==> src/rtl/imem_loader.sv <==
// Instruction memory loader: packs a little-endian byte stream (LEN, words, CSUM) into
// 32-bit words and writes them to imem. It holds the CPU in reset until the image is verified.
module imem_loader #(
    parameter int unsigned DEPTH     = 1024,
    parameter logic [31:0] BASE_ADDR = 32'h0000_0000,
    localparam int unsigned CW       = $clog2(DEPTH + 1)
) (
    input  logic          clk,
    input  logic          reset,
    input  logic [7:0]    in_data,
    input  logic          in_valid,
    output logic          in_ready,
    input  logic          reload,
    output logic          imem_we,
    output logic [31:0]   imem_wr_addr,
    output logic [31:0]   imem_wr_data,
    output logic          cpu_reset,
    output logic [31:0]   start_address,
    output logic          done,
    output logic          error,
    output logic [1:0]    err_code,
    output logic [CW-1:0] words_loaded
);

    typedef enum logic [2:0] {
        S_LEN,
        S_DATA,
        S_CSUM,
        S_DONE,
        S_ERROR
    } state_t;

    localparam logic [31:0] DEPTH_W = 32'(DEPTH);

    state_t         state;
    logic [1:0]     byte_cnt;
    logic [23:0]    asm_reg;
    logic [CW-1:0]  len_reg;
    logic [31:0]    checksum;

    logic           accept;
    logic           last_byte;
    logic [31:0]    word;

    assign in_ready      = (state == S_LEN) || (state == S_DATA) || (state == S_CSUM);
    assign accept        = in_valid && in_ready;
    assign last_byte     = accept && (byte_cnt == 2'd3);
    // The 4th byte goes straight into the word so it can be used in the cycle it arrives.
    assign word          = {in_data, asm_reg};
    assign start_address = BASE_ADDR;

    // Lower three byte lanes of the assembly register.
    always_ff @(posedge clk or posedge reset) begin
        if (reset) begin
            asm_reg <= '0;
        end else if (accept) begin
            for (int i = 0; i < 3; i++) begin
                if (byte_cnt == 2'(i)) begin
                    asm_reg[8*i +: 8] <= in_data;
                end
            end
        end
    end

    always_ff @(posedge clk or posedge reset) begin
        if (reset) begin
            state        <= S_LEN;
            byte_cnt     <= 2'd0;
            len_reg      <= '0;
            checksum     <= 32'd0;
            imem_we      <= 1'b0;
            imem_wr_addr <= 32'd0;
            imem_wr_data <= 32'd0;
            cpu_reset    <= 1'b1;
            done         <= 1'b0;
            error        <= 1'b0;
            err_code     <= 2'b00;
            words_loaded <= '0;
        end else begin
            imem_we <= 1'b0;
            if (accept) begin
                byte_cnt <= byte_cnt + 2'd1;
            end

            case (state)
                S_LEN: begin
                    if (last_byte) begin
                        byte_cnt <= 2'd0;
                        if (word > DEPTH_W) begin
                            state    <= S_ERROR;
                            error    <= 1'b1;
                            err_code <= 2'b01;
                        end else if (word == 32'd0) begin
                            len_reg <= '0;
                            state   <= S_CSUM;
                        end else begin
                            len_reg <= word[CW-1:0];
                            state   <= S_DATA;
                        end
                    end
                end

                S_DATA: begin
                    if (last_byte) begin
                        imem_we      <= 1'b1;
                        imem_wr_addr <= BASE_ADDR + (32'(words_loaded) << 2);
                        imem_wr_data <= word;
                        words_loaded <= words_loaded + CW'(1);
                        checksum     <= checksum + word;
                        if (words_loaded + CW'(1) == len_reg) begin
                            byte_cnt <= 2'd0;
                            state    <= S_CSUM;
                        end
                    end
                end

                S_CSUM: begin
                    if (last_byte) begin
                        byte_cnt <= 2'd0;
                        if (word == checksum) begin
                            state     <= S_DONE;
                            done      <= 1'b1;
                            cpu_reset <= 1'b0;
                        end else begin
                            state    <= S_ERROR;
                            error    <= 1'b1;
                            err_code <= 2'b10;
                        end
                    end
                end

                S_DONE, S_ERROR: begin
                    if (reload) begin
                        state        <= S_LEN;
                        cpu_reset    <= 1'b1;
                        done         <= 1'b0;
                        error        <= 1'b0;
                        err_code     <= 2'b00;
                        words_loaded <= '0;
                        checksum     <= 32'd0;
                        byte_cnt     <= 2'd0;
                        len_reg      <= '0;
                    end
                end

                default: begin
                    state <= S_LEN;
                end
            endcase
        end
    end

endmodule

==> config.mk <==
export PLATFORM = sky130hd
export DESIGN_NAME = imem_loader
export DESIGN_NICKNAME = d
export VERILOG_FILES = /design/src/rtl/imem_loader.sv
export SDC_FILE = /design/constraint.sdc
export NUM_CORES = 1
export LEC_CHECK = 0
export CORE_MARGIN = 2
export CORE_UTILIZATION = 45
export DETAILED_ROUTE_END_ITERATION = 10
export PLACE_DENSITY_LB_ADDON = 0.2
export SLEW_MARGIN = 20
export SYNTH_ARGS = -nofsm -noshare
export SYNTH_HDL_FRONTEND = slang
export SYNTH_SLANG_ARGS = --single-unit
==> constraint.sdc <==
create_clock -name clk -period 4.9 [get_ports clk]
set_clock_uncertainty 0.15 [all_clocks]
set_input_delay 0.98 -clock clk [delete_from_list [all_inputs] [get_ports clk]]
set_output_delay 0.98 -clock clk [all_outputs]
set_load 0.02 [all_outputs]
==> impl_summary.txt, run 1 <==
----------------------------------------------------
[Synthesis]
  Leading register cell type out of synthesis ... sky130_fd_sc_hd__dfrtp_1
  Number of flops mapped to enable cells by yosys ... 0
  Proportion of synthesized chip area in sequential cells ... 0.423
  Count of synthesis-stage warnings from yosys ... 0
  Synth area leaders ... sky130_fd_sc_hd__dfrtp_1 (42%), sky130_fd_sc_hd__nand2_1 (10%), sky130_fd_sc_hd__ha_1 (5.8%)
  Synthesized flop and latch total ... 132
  Most frequent cells after synthesis ... sky130_fd_sc_hd__nand2_1 (217), sky130_fd_sc_hd__dfrtp_1 (131), sky130_fd_sc_hd__o21ai_0 (57)
  Mean Syn Cell Area ... 8.99 um^2
  Cell Area, Synth ... 7820 um^2
  Fraction of post-synthesis cell area in the top cell type by area ... 0.419
  Share of flip-flops with an asynchronous set or reset after synthesis ... 1.00
  Most common cell in the netlist ... sky130_fd_sc_hd__nand2_1
  Cells after Synth ... 869
  Top cell type by total area after synthesis ... sky130_fd_sc_hd__dfrtp_1
  Count of unique library cells instantiated by Yosys ... 62

[Clocking]
  Cts bufs inserted ... 17
  Clock latency at the later pin of the worst-skew pair ... 0.42 ns
  Hold buffers post-CTS ... 0
  Deepest level of the CTS H-tree ... 4
  # Post-CTS Setup Buffers ... 0
  Sinks on the clock net ... 132
  Root Buffer Master ... sky130_fd_sc_hd__clkbuf_16
  Bufs on Longest Clock Path ... 2
  Number of cells upsized or downsized after cts ... 0
  Clock-pin transition on the worst setup and hold timing paths ... 0.06 ns
  CTS tree ... built

[Pwr]
  Power after layout ... 6280 uW
  Total internal power ... 3640 uW
  Switching component of the power ... 2640 uW
  Portion of total power attributed to the clock network ... 0.202
  Sequential Power Share ... 0.309
  Max rail drop VDD ... 0.000393 V
  Share of total power in combinational logic ... 0.489
  Static Leakage ... 0.00435 uW
  Share of total power consumed by net switching ... 0.421
  Power density over cell area ... 688 nW/um^2

[Floorplan]
  Row count ... 48
  I/O pin count ... 126
  Overall die area ... 18400 um^2
  Effective utilization at floorplan ... 0.457
  Area inside the core boundary ... 17100 um^2
  Die Span Y ... 136 um
  Die Width ... 136 um

[GRT]
  Largest net degree at the start of global routing ... 103
  Fraction of met2 tracks used by global routing ... 0.344
  Met1 Usage GRT ... 0.294
  Busiest metal layer after global routing ... met2
  Initial antenna violation count ... 0
  Vias in the first global route ... 5749
  First-pass GRT wire length ... 30.8 mm
  Met3 track utilization from global routing ... 0.0385
  All-layer global routing usage ... 0.215
  Aggregate global routing overflow ... 0

[Drt]
  Residual DRC ... 0
  Detail Route Antenna Nets ... 0
  First drt pass iteration count ... 5
  WL/cell ... 16.0 um
  Routed wire length ... 18.6 mm
  Detailed Route Iter0 Violations ... 312
  Detail-routed via count per cell ... 5.25
  Via count ... 6142

[Placement]
  Instance area after placement ... 8530 um^2
  DP Wirelength ... 13.3 mm
  Number of port buffers ... 72
  Inst Count DP ... 1137
  Gp weighted congestion ... 0.860

[Finish]
  Share of layout cells above drive strength 1 ... 0.0879
  Sequential standard cell area ... 3300 um^2
  Total area of multi-input combinational cells ... 4070 um^2
  Final net count ... 980
  Antenna Cells ... 0
  Number of filler cells placed in the layout ... 1606
  Layout area overhead ... 16.7%
  Final cell count without fillers ... 1169
  Final Instance Area ... 9130 um^2

[Outcome]
  Outcome ... complete, no violations

[STA]
  Endpoints failing setup ... 0
  Setup TNS ... 0 ns
  Max Clk Rate ... 0.290 GHz
  Worst hold slack ... 0.322 ns
  Final worst path period need ... 3.45 ns
  RSZ-0062 raised after global routing ... false
  Max-slew headroom at the worst pin ... 0.340
  Final hold violations ... 0
  Max-slew violations ... 0
  Actual slew at the worst max-slew pin ... 0.980 ns
  Ratio of final minimum period to clock period ... 0.703

[Worst setup path]
  Critical path fanouts, max ... 6
  Startpoint of the worst register-to-register path ... asm_reg[0]
  Cell-by-cell listing of the critical path ... clkdlybuf4s50_1 -> ha_1 -> nor4_1 -> nand4_1 -> nor4_1 -> a211o_1 -> o21ai_0
  CP max-delay cell ... sky130_fd_sc_hd__nor4_1
  Critical Path End Type ... flop
  Worst setup path startpoint ... in_data[6]
  Largest incremental delay on the critical path ... 0.69 ns
  Arrival time worst endpoint ... 3.59 ns
  Number of buffers and inverters on the critical path ... 1
  Kind of cell with the highest combined delay on the critical path ... simple AND/OR/NAND/NOR gates
  Crit path required time ... 5.05 ns
  Startpoint class of the critical path ... input pin
  Most common cell type on the critical path ... sky130_fd_sc_hd__nor4_1
  Worst setup path category ... in2reg

[Min path]
  Path category of the worst min-delay check ... reg2reg
  Hold_sp ... cpu_reset

[Run]
  Max-cap violations ... 0

----------------------------------------------------
## metal layers
layer	wire [um]	vias up
met5	0	-
met4	399	0
met3	838	35
met2	8860	168
met1	8550	2931
li1	-	3008
## through the flow
stage | setup WS, ns | util
2_1_floorplan | 0.246 | -
3_3_place_gp | 1.04 | 0.498
3_5_place_dp | 1.03 | 0.499
4_1_cts | 1.47 | 0.533
5_1_grt | 1.27 | 0.533
6_report | 1.45 | 0.533
## worst reg2reg max path, cell delays in order (launching register included)
cell and delay, ns:
sky130_fd_sc_hd__dfrtp_1 0.44, sky130_fd_sc_hd__ha_1 0.25, sky130_fd_sc_hd__inv_1 0.07, sky130_fd_sc_hd__fa_1 0.37, sky130_fd_sc_hd__nand2b_1 0.21, sky130_fd_sc_hd__a21o_1 0.20
sky130_fd_sc_hd__a21o_1 0.19, sky130_fd_sc_hd__a31oi_1 0.36, sky130_fd_sc_hd__a31oi_1 0.18, sky130_fd_sc_hd__o211ai_1 0.21, sky130_fd_sc_hd__a21oi_1 0.10, sky130_fd_sc_hd__xor2_1 0.15
sky130_fd_sc_hd__o21ai_0 0.14
## cells by family (layout without fill, tap and decap cells)
group           after synthesis  in the layout  share of synthesized area
compound gates              183            183                      0.157
xor+xnor                     42             42                     0.0471
fa+ha+maj                    37             37                     0.0602
buf+inv                     116            139                     0.0836
flops                       132            132                      0.423
mux                          38             38                     0.0525
other cells                   1             53                   0.000480
simple gates                320            320                      0.177
## path summary, 6_finish.rpt
path | endpoint | slack (ns) | cells past startpoint
worst max-delay path | err_code[1] | 1.45 | 7
worst min-delay path | cpu_reset | 0.32 | 2
worst max register to register | checksum[22] | 1.79 | 12
worst min register to register | cpu_reset | 0.32 | 2
max in group asynchronous | cpu_reset | 2.75 | 3
min in group asynchronous | words_loaded[4] | 0.98 | 2
## cells in the final DEF (no fill, tap or decap), types with 22 or more instances in the layout
cell type | Yosys | routed
sky130_fd_sc_hd__a21o_1 | 22 | 22
sky130_fd_sc_hd__a21oi_1 | 37 | 37
sky130_fd_sc_hd__clkdlybuf4s50_1 | 0 | 72
sky130_fd_sc_hd__conb_1 | 1 | 53
sky130_fd_sc_hd__dfrtp_1 | 131 | 131
sky130_fd_sc_hd__ha_1 | 36 | 36
sky130_fd_sc_hd__inv_1 | 28 | 27
sky130_fd_sc_hd__mux2_2 | 24 | 24
sky130_fd_sc_hd__nand2_1 | 217 | 217
sky130_fd_sc_hd__nor2_1 | 29 | 28
sky130_fd_sc_hd__o21ai_0 | 57 | 57
sky130_fd_sc_hd__xnor2_1 | 26 | 26
## area by class of cell
type	instances	area share
clock buffers	19	0.0485
clock inverters	13	0.0163
inverters	29	0.0125
multi-input cells	673	0.446
flip-flops and latches	132	0.362
well taps	225	0.0309
repair buffers	78	0.0839
## power groups by stage
stage	clock network, uW	logic (uW)	registers, uW
after floorplan	0	2130	2000
after global placement	0	3030	1950
after detailed placement	0	3060	1960
after CTS	1290	3090	1940
after global routing	1340	3440	2000
final	1270	3070	1940
No activity file was read; power rests on OpenSTA's default activity.
==> inputs of run 2 (changes only) <==
==> constraint.sdc (replaced) <==
create_clock -name clk -period 2.9 [get_ports clk]
set_clock_uncertainty 0.15 [all_clocks]
set_input_delay 0.58 -clock clk [delete_from_list [all_inputs] [get_ports clk]]
set_output_delay 0.58 -clock clk [all_outputs]
set_load 0.02 [all_outputs]
==> run 2 against run 1 <==
Total power grew 86%. Largest cell class unchanged. Register-to-register slack lost 1.7 ns. Sequential power grew 62%.
==> impl_summary.txt, run 2 (synthesis results as in run 1) <==
----------------------------------------------------
[Drt]
  Detail-routed via count per cell ... 5.23
  Routed length on met3 ... 949 um
  WL/cell ... 16.4 um
  Routed wire length ... 20.7 mm
  Detail Route Antenna Nets ... 0
  Residual DRC ... 0
  Length of routed wiring on met1 ... 9.28 mm
  Detailed Route Iter0 Violations ... 326
  Highest signal layer in the routed design ... met4
  Met2 Routed Length ... 10.1 mm
  First drt pass iteration count ... 5
  Via count ... 6587

[Clocking]
  Sinks on the clock net ... 132
  Clock-pin transition on the worst setup and hold timing paths ... 0.06 ns
  Root Buffer Master ... sky130_fd_sc_hd__clkbuf_16
  CTS tree ... built
  Bufs on Longest Clock Path ... 2
  Cts bufs inserted ... 17
  Deepest level of the CTS H-tree ... 4
  Clock latency at the later pin of the worst-skew pair ... 0.43 ns

[Worst setup path]
  Crit path required time ... 3.06 ns
  Depth of the worst register-to-register path ... 10
  Critical path fanouts, max ... 4
  Worst setup path category ... reg2reg
  Startpoint class of the critical path ... flop
  Critical Path End Type ... flop
  Arrival time worst endpoint ... 2.94 ns

[GRT]
  Vias in the first global route ... 6338
  First-pass GRT wire length ... 33.2 mm
  Aggregate global routing overflow ... 0
  Largest net degree at the start of global routing ... 57
  Initial antenna violation count ... 0
  All-layer global routing usage ... 0.233

[STA]
  Ratio of final minimum period to clock period ... 0.960
  Endpoints failing setup ... 0
  Final worst path period need ... 2.78 ns
  Max-slew violations ... 0
  Final hold violations ... 0
  Setup TNS ... 0 ns
  Worst hold slack ... 0.308 ns
  Max Clk Rate ... 0.359 GHz
  Actual slew at the worst max-slew pin ... 0.577 ns
  Max-slew headroom at the worst pin ... 0.614

[Finish]
  Highest-count cells in the layout ignoring fill and taps ... sky130_fd_sc_hd__nand2_1 (217), sky130_fd_sc_hd__dfrtp_1 (131), sky130_fd_sc_hd__buf_4 (93)
  Antenna Cells ... 0
  Layout area overhead ... 27.0%
  Total area of multi-input combinational cells ... 4130 um^2
  Final Instance Area ... 9920 um^2
  Number of filler cells placed in the layout ... 1560
  Leading cell type in the layout, fill and taps excluded ... sky130_fd_sc_hd__nand2_1
  Sequential standard cell area ... 3300 um^2
  Final net count ... 1071
  Share of layout cells above drive strength 1 ... 0.172

[Placement]
  Number of port buffers ... 72
  Instance area after placement ... 9250 um^2
  DP Wirelength ... 15.3 mm
  Gp weighted congestion ... 0.939

[Floorplan]
  Die Span Y ... 136 um
  I/O pin count ... 126
  Area inside the core boundary ... 17100 um^2
  Effective utilization at floorplan ... 0.457
  Overall die area ... 18400 um^2
  Row count ... 48
  Die Width ... 136 um

[Outcome]
  Outcome ... complete, no violations

[Pwr]
  Power after layout ... 11700 uW
  Sequential Power Share ... 0.268
  Share of total power in combinational logic ... 0.543
  Max rail drop VDD ... 0.000510 V
  Share of total power consumed by net switching ... 0.407
  Portion of total power attributed to the clock network ... 0.189
  Switching component of the power ... 4760 uW
  Power density over cell area ... 1180 nW/um^2
  Static Leakage ... 0.00483 uW
  Total internal power ... 6940 uW

[Min path]
  Path category of the worst min-delay check ... in2async

[Run]
  Max-cap violations ... 0

----------------------------------------------------
## run 2: cell count changes in the layout (fill, tap and decap cells not counted), sizes merged
cell / before / now
inv: 33 / 28
clkbuf: 19 / 22
bufinv: 2 / 3
buf: 6 / 97
## run 2: what timing repair did
action | in CTS | in global routing
hold buffers | 0 | 0
endpoints found under the setup margin | 0 | 7
buffers inserted | 0 | 2
gates resized for setup | 0 | 12
## run 2: layout make-up
class	instances	area share
multi-input cells	673	0.416
inverters	29	0.0113
clock buffers	22	0.0468
well taps	225	0.0284
repair buffers	169	0.151
clock inverters	9	0.0130
flip-flops and latches	132	0.333
## run 2: metal layers
layer	GRT usage	vias to the layer above
met4	0.0741	0
met1	0.313	3202
met2	0.379	161
met3	0.0479	28
li1	-	3196
met5	0	-
## run 2: power by group through the flow
stage / sequential [uW] / combinational [uW] / clock (uW)
floorplan: 3380 / 3600 / 0
global placement: 3140 / 6080 / 0
detailed placement: 3140 / 6150 / 0
CTS: 3120 / 6210 / 2240
global route: 3230 / 6970 / 2320
finish: 3140 / 6350 / 2210
## run 2: path summary, 6_finish.rpt
check / from / endpoint / slack, ns
min in group clk: imem_wr_data[29] / imem_wr_data[29] / 0.32
min reg2reg: imem_wr_data[29] / imem_wr_data[29] / 0.32
min: reset / imem_wr_addr[11] / 0.31
max in group asynchronous: reset / checksum[18] / 1.69
max reg2reg: asm_reg[1] / checksum[29] / 0.12
max: asm_reg[1] / checksum[29] / 0.12
## run 2: worst max-delay path: stages (launching register included)
cell,delay (ns)
sky130_fd_sc_hd__dfrtp_1,0.40
sky130_fd_sc_hd__ha_1,0.32
sky130_fd_sc_hd__a211oi_2,0.31
sky130_fd_sc_hd__o211ai_2,0.16
sky130_fd_sc_hd__a31oi_4,0.23
sky130_fd_sc_hd__a211oi_4,0.11
sky130_fd_sc_hd__o311ai_4,0.36
sky130_fd_sc_hd__o21ai_0,0.18
sky130_fd_sc_hd__a21oi_1,0.19
sky130_fd_sc_hd__xor2_1,0.16
sky130_fd_sc_hd__o21ai_0,0.09
## run 2: through the flow
| step | utilization | setup slack [ns] | std cells |
|---|---|---|---|
| after floorplan | - | 0.246 | 921 |
| after global placement | 0.540 | -0.201 | 1226 |
| after detailed placement | 0.540 | -0.192 | 1226 |
| after CTS | 0.575 | 0.00271 | 1257 |
| after global routing | 0.580 | -0.0153 | 1259 |
| final | 0.580 | 0.115 | 1259 |
==> inputs of run 3 (changes only) <==
--- a/config.mk
+++ b/config.mk
@@ -5,7 +5,7 @@
 export SDC_FILE = /design/constraint.sdc
 export NUM_CORES = 1
 export LEC_CHECK = 0
-export CORE_MARGIN = 2
+export CORE_MARGIN = 4
 export CORE_UTILIZATION = 45
 export DETAILED_ROUTE_END_ITERATION = 10
 export PLACE_DENSITY_LB_ADDON = 0.2
==> run 3 against run 2 <==
Clock power shrank 3%. Sequential share of layout area shrank 0.40 points. First-iteration DRC count grew 13%. Hold slack gained 0.0098 ns. Via count grew 0.49%. Core utilization grew 1.8 points. Fmax shrank 3.0%. Register-to-register slack lost 0.09 ns. Sequential power is essentially flat. Sequential cell count is the same. Largest cell class unchanged. Highest routed layer unchanged.
==> impl_summary.txt, run 3 (synthesis results as in run 1) <==
----------------------------------------------------
[Run]
  Max-cap violations ... 0

[GRT]
  Aggregate global routing overflow ... 0
  Initial antenna violation count ... 0
  All-layer global routing usage ... 0.222
  First-pass GRT wire length ... 34.6 mm
  Largest net degree at the start of global routing ... 133
  Vias in the first global route ... 6527

[STA]
  Endpoints failing setup ... 0
  Final worst path period need ... 2.87 ns
  Ratio of final minimum period to clock period ... 0.990
  Setup TNS ... 0 ns
  Max-slew violations ... 0
  RSZ-0062 raised after global routing ... true
  Actual slew at the worst max-slew pin ... 0.714 ns
  Final hold violations ... 0
  Max Clk Rate ... 0.348 GHz
  Max-slew headroom at the worst pin ... 0.524

[Floorplan]
  Effective utilization at floorplan ... 0.465
  Die Span Y ... 140 um
  Area inside the core boundary ... 16800 um^2
  Die Width ... 140 um
  I/O pin count ... 126
  Overall die area ... 19500 um^2
  Row count ... 47

[Pwr]
  Max rail drop VDD ... 0.000587 V
  Power after layout ... 12000 uW
  Static Leakage ... 0.00484 uW
  Power density over cell area ... 1190 nW/um^2

[Worst setup path]
  Worst setup path category ... reg2reg
  Critical Path End Type ... flop
  Arrival time worst endpoint ... 3.09 ns
  Largest incremental delay on the critical path ... 0.46 ns
  Cell-by-cell listing of the critical path ... ha_1 -> a21o_1 -> a31o_1 -> a21oi_2 -> o21ai_0 -> a21o_1 -> a21oi_2 -> a21oi_1 -> or4b_1 -> nand3_1
  Crit path required time ... 3.12 ns
  CP max-delay cell ... sky130_fd_sc_hd__or4b_1
  Critical path fanouts, max ... 5
  Startpoint class of the critical path ... flop

[Placement]
  Inst Count DP ... 1221
  Gp weighted congestion ... 0.936
  Number of port buffers ... 72
  DP Wirelength ... 15.7 mm

[Clocking]
  Root Buffer Master ... sky130_fd_sc_hd__clkbuf_16
  Clock-pin transition on the worst setup and hold timing paths ... 0.06 ns
  Bufs on Longest Clock Path ... 2
  Clock latency at the later pin of the worst-skew pair ... 0.43 ns
  Deepest level of the CTS H-tree ... 4
  Sinks on the clock net ... 132
  CTS tree ... built
  Cts bufs inserted ... 17

[Finish]
  Layout area overhead ... 28.6%
  Share of layout cells above drive strength 1 ... 0.192
  Final cell count without fillers ... 1258
  Highest-count cells in the layout ignoring fill and taps ... sky130_fd_sc_hd__nand2_1 (217), sky130_fd_sc_hd__dfrtp_1 (130), sky130_fd_sc_hd__buf_4 (96)
  Total area of multi-input combinational cells ... 4250 um^2
  Final net count ... 1074
  Antenna Cells ... 0
  Number of filler cells placed in the layout ... 1498
  Leading cell type in the layout, fill and taps excluded ... sky130_fd_sc_hd__nand2_1
  Sequential standard cell area ... 3310 um^2
  Fin util ... 0.597

[Drt]
  Routed wire length ... 21.6 mm
  Detail-routed via count per cell ... 5.26
  Detailed Route Iter0 Violations ... 367
  First drt pass iteration count ... 5
  WL/cell ... 17.2 um
  Via count ... 6619
  Detail Route Antenna Nets ... 0
  Residual DRC ... 0

[Min path]
  Path category of the worst min-delay check ... reg2reg

[Outcome]
  Outcome ... complete, no violations

----------------------------------------------------
[run 3: changes by cell type in the layout (fill, tap and decap cells not counted), moves of 2 or more]
cell and delta:
sky130_fd_sc_hd__clkinv_4 +2, sky130_fd_sc_hd__buf_4 +3, sky130_fd_sc_hd__a21oi_2 +3, sky130_fd_sc_hd__ha_1 -5, sky130_fd_sc_hd__clkbuf_1 -3, sky130_fd_sc_hd__clkinv_2 +2, sky130_fd_sc_hd__a31oi_1 -2, sky130_fd_sc_hd__ha_4 +5
sky130_fd_sc_hd__a21oi_1 -2
[run 3: critical path: cells and delay by family, from the launching register on]
kind	cells	cell delay, ns
AO/OA/AOI/OAI	7	1.30
AND/OR/NAND/NOR	2	0.55
flip-flops	1	0.41
adder cells (fa/ha/maj)	1	0.38
[run 3: where the power goes]
group          internal (uW)  switching (uW)  total, uW
registers               2580             575       3160
logic                   3160            3490       6660
clock network           1300             848       2150
total                   7050            4920      12000
[run 3: worst paths after layout]
check	startpoint	endpoint	slack (ns)	cells past startpoint
setup / recovery	asm_reg[15]	checksum[26]	0.03	10
hold / removal	imem_wr_addr[10]	imem_wr_addr[10]	0.32	2
setup reg to reg	asm_reg[15]	checksum[26]	0.03	10
hold reg to reg	imem_wr_addr[10]	imem_wr_addr[10]	0.32	2
max in group asynchronous	reset	checksum[20]	1.50	3
min in group asynchronous	reset	imem_wr_data[3]	0.58	3
[run 3: area by class of cell]
cell class,instances,area share
clock inverters,13,0.0133
inverters,29,0.0112
well taps,220,0.0274
repair buffers,172,0.151
clock buffers,19,0.0451
multi-input cells,673,0.423
flip-flops and latches,132,0.329
[run 3: repair_timing]
| action | in CTS | in global routing |
|---|---|---|
| resized for setup | 3 | 29 |
| setup endpoints to repair | 3 | 14 |
| hold buffers | 0 | 0 |
| setup buffers | 2 | 3 |
| pin swaps | 5 | 10 |
[run 3: per-layer routing]
metal / vias up / wire length (um) / track usage
met5: - / 0 / 0
met4: 0 / 674 / 0.0780
met3: 48 / 1230 / 0.0549
met2: 187 / 10500 / 0.364
met1: 3180 / 9180 / 0.287
li1: 3204 / - / -
[run 3: per-stage QoR]
stage               instance area (um^2)  hold slack (ns)  setup WS, ns
floorplan                           8020            0.303         0.246
global route                       10000            0.347       -0.0379
detailed placement                  9240            0.310        -0.295
finish                             10000            0.318        0.0300
CTS                                 9860            0.324       0.00729
global placement                    9240            0.306        -0.277
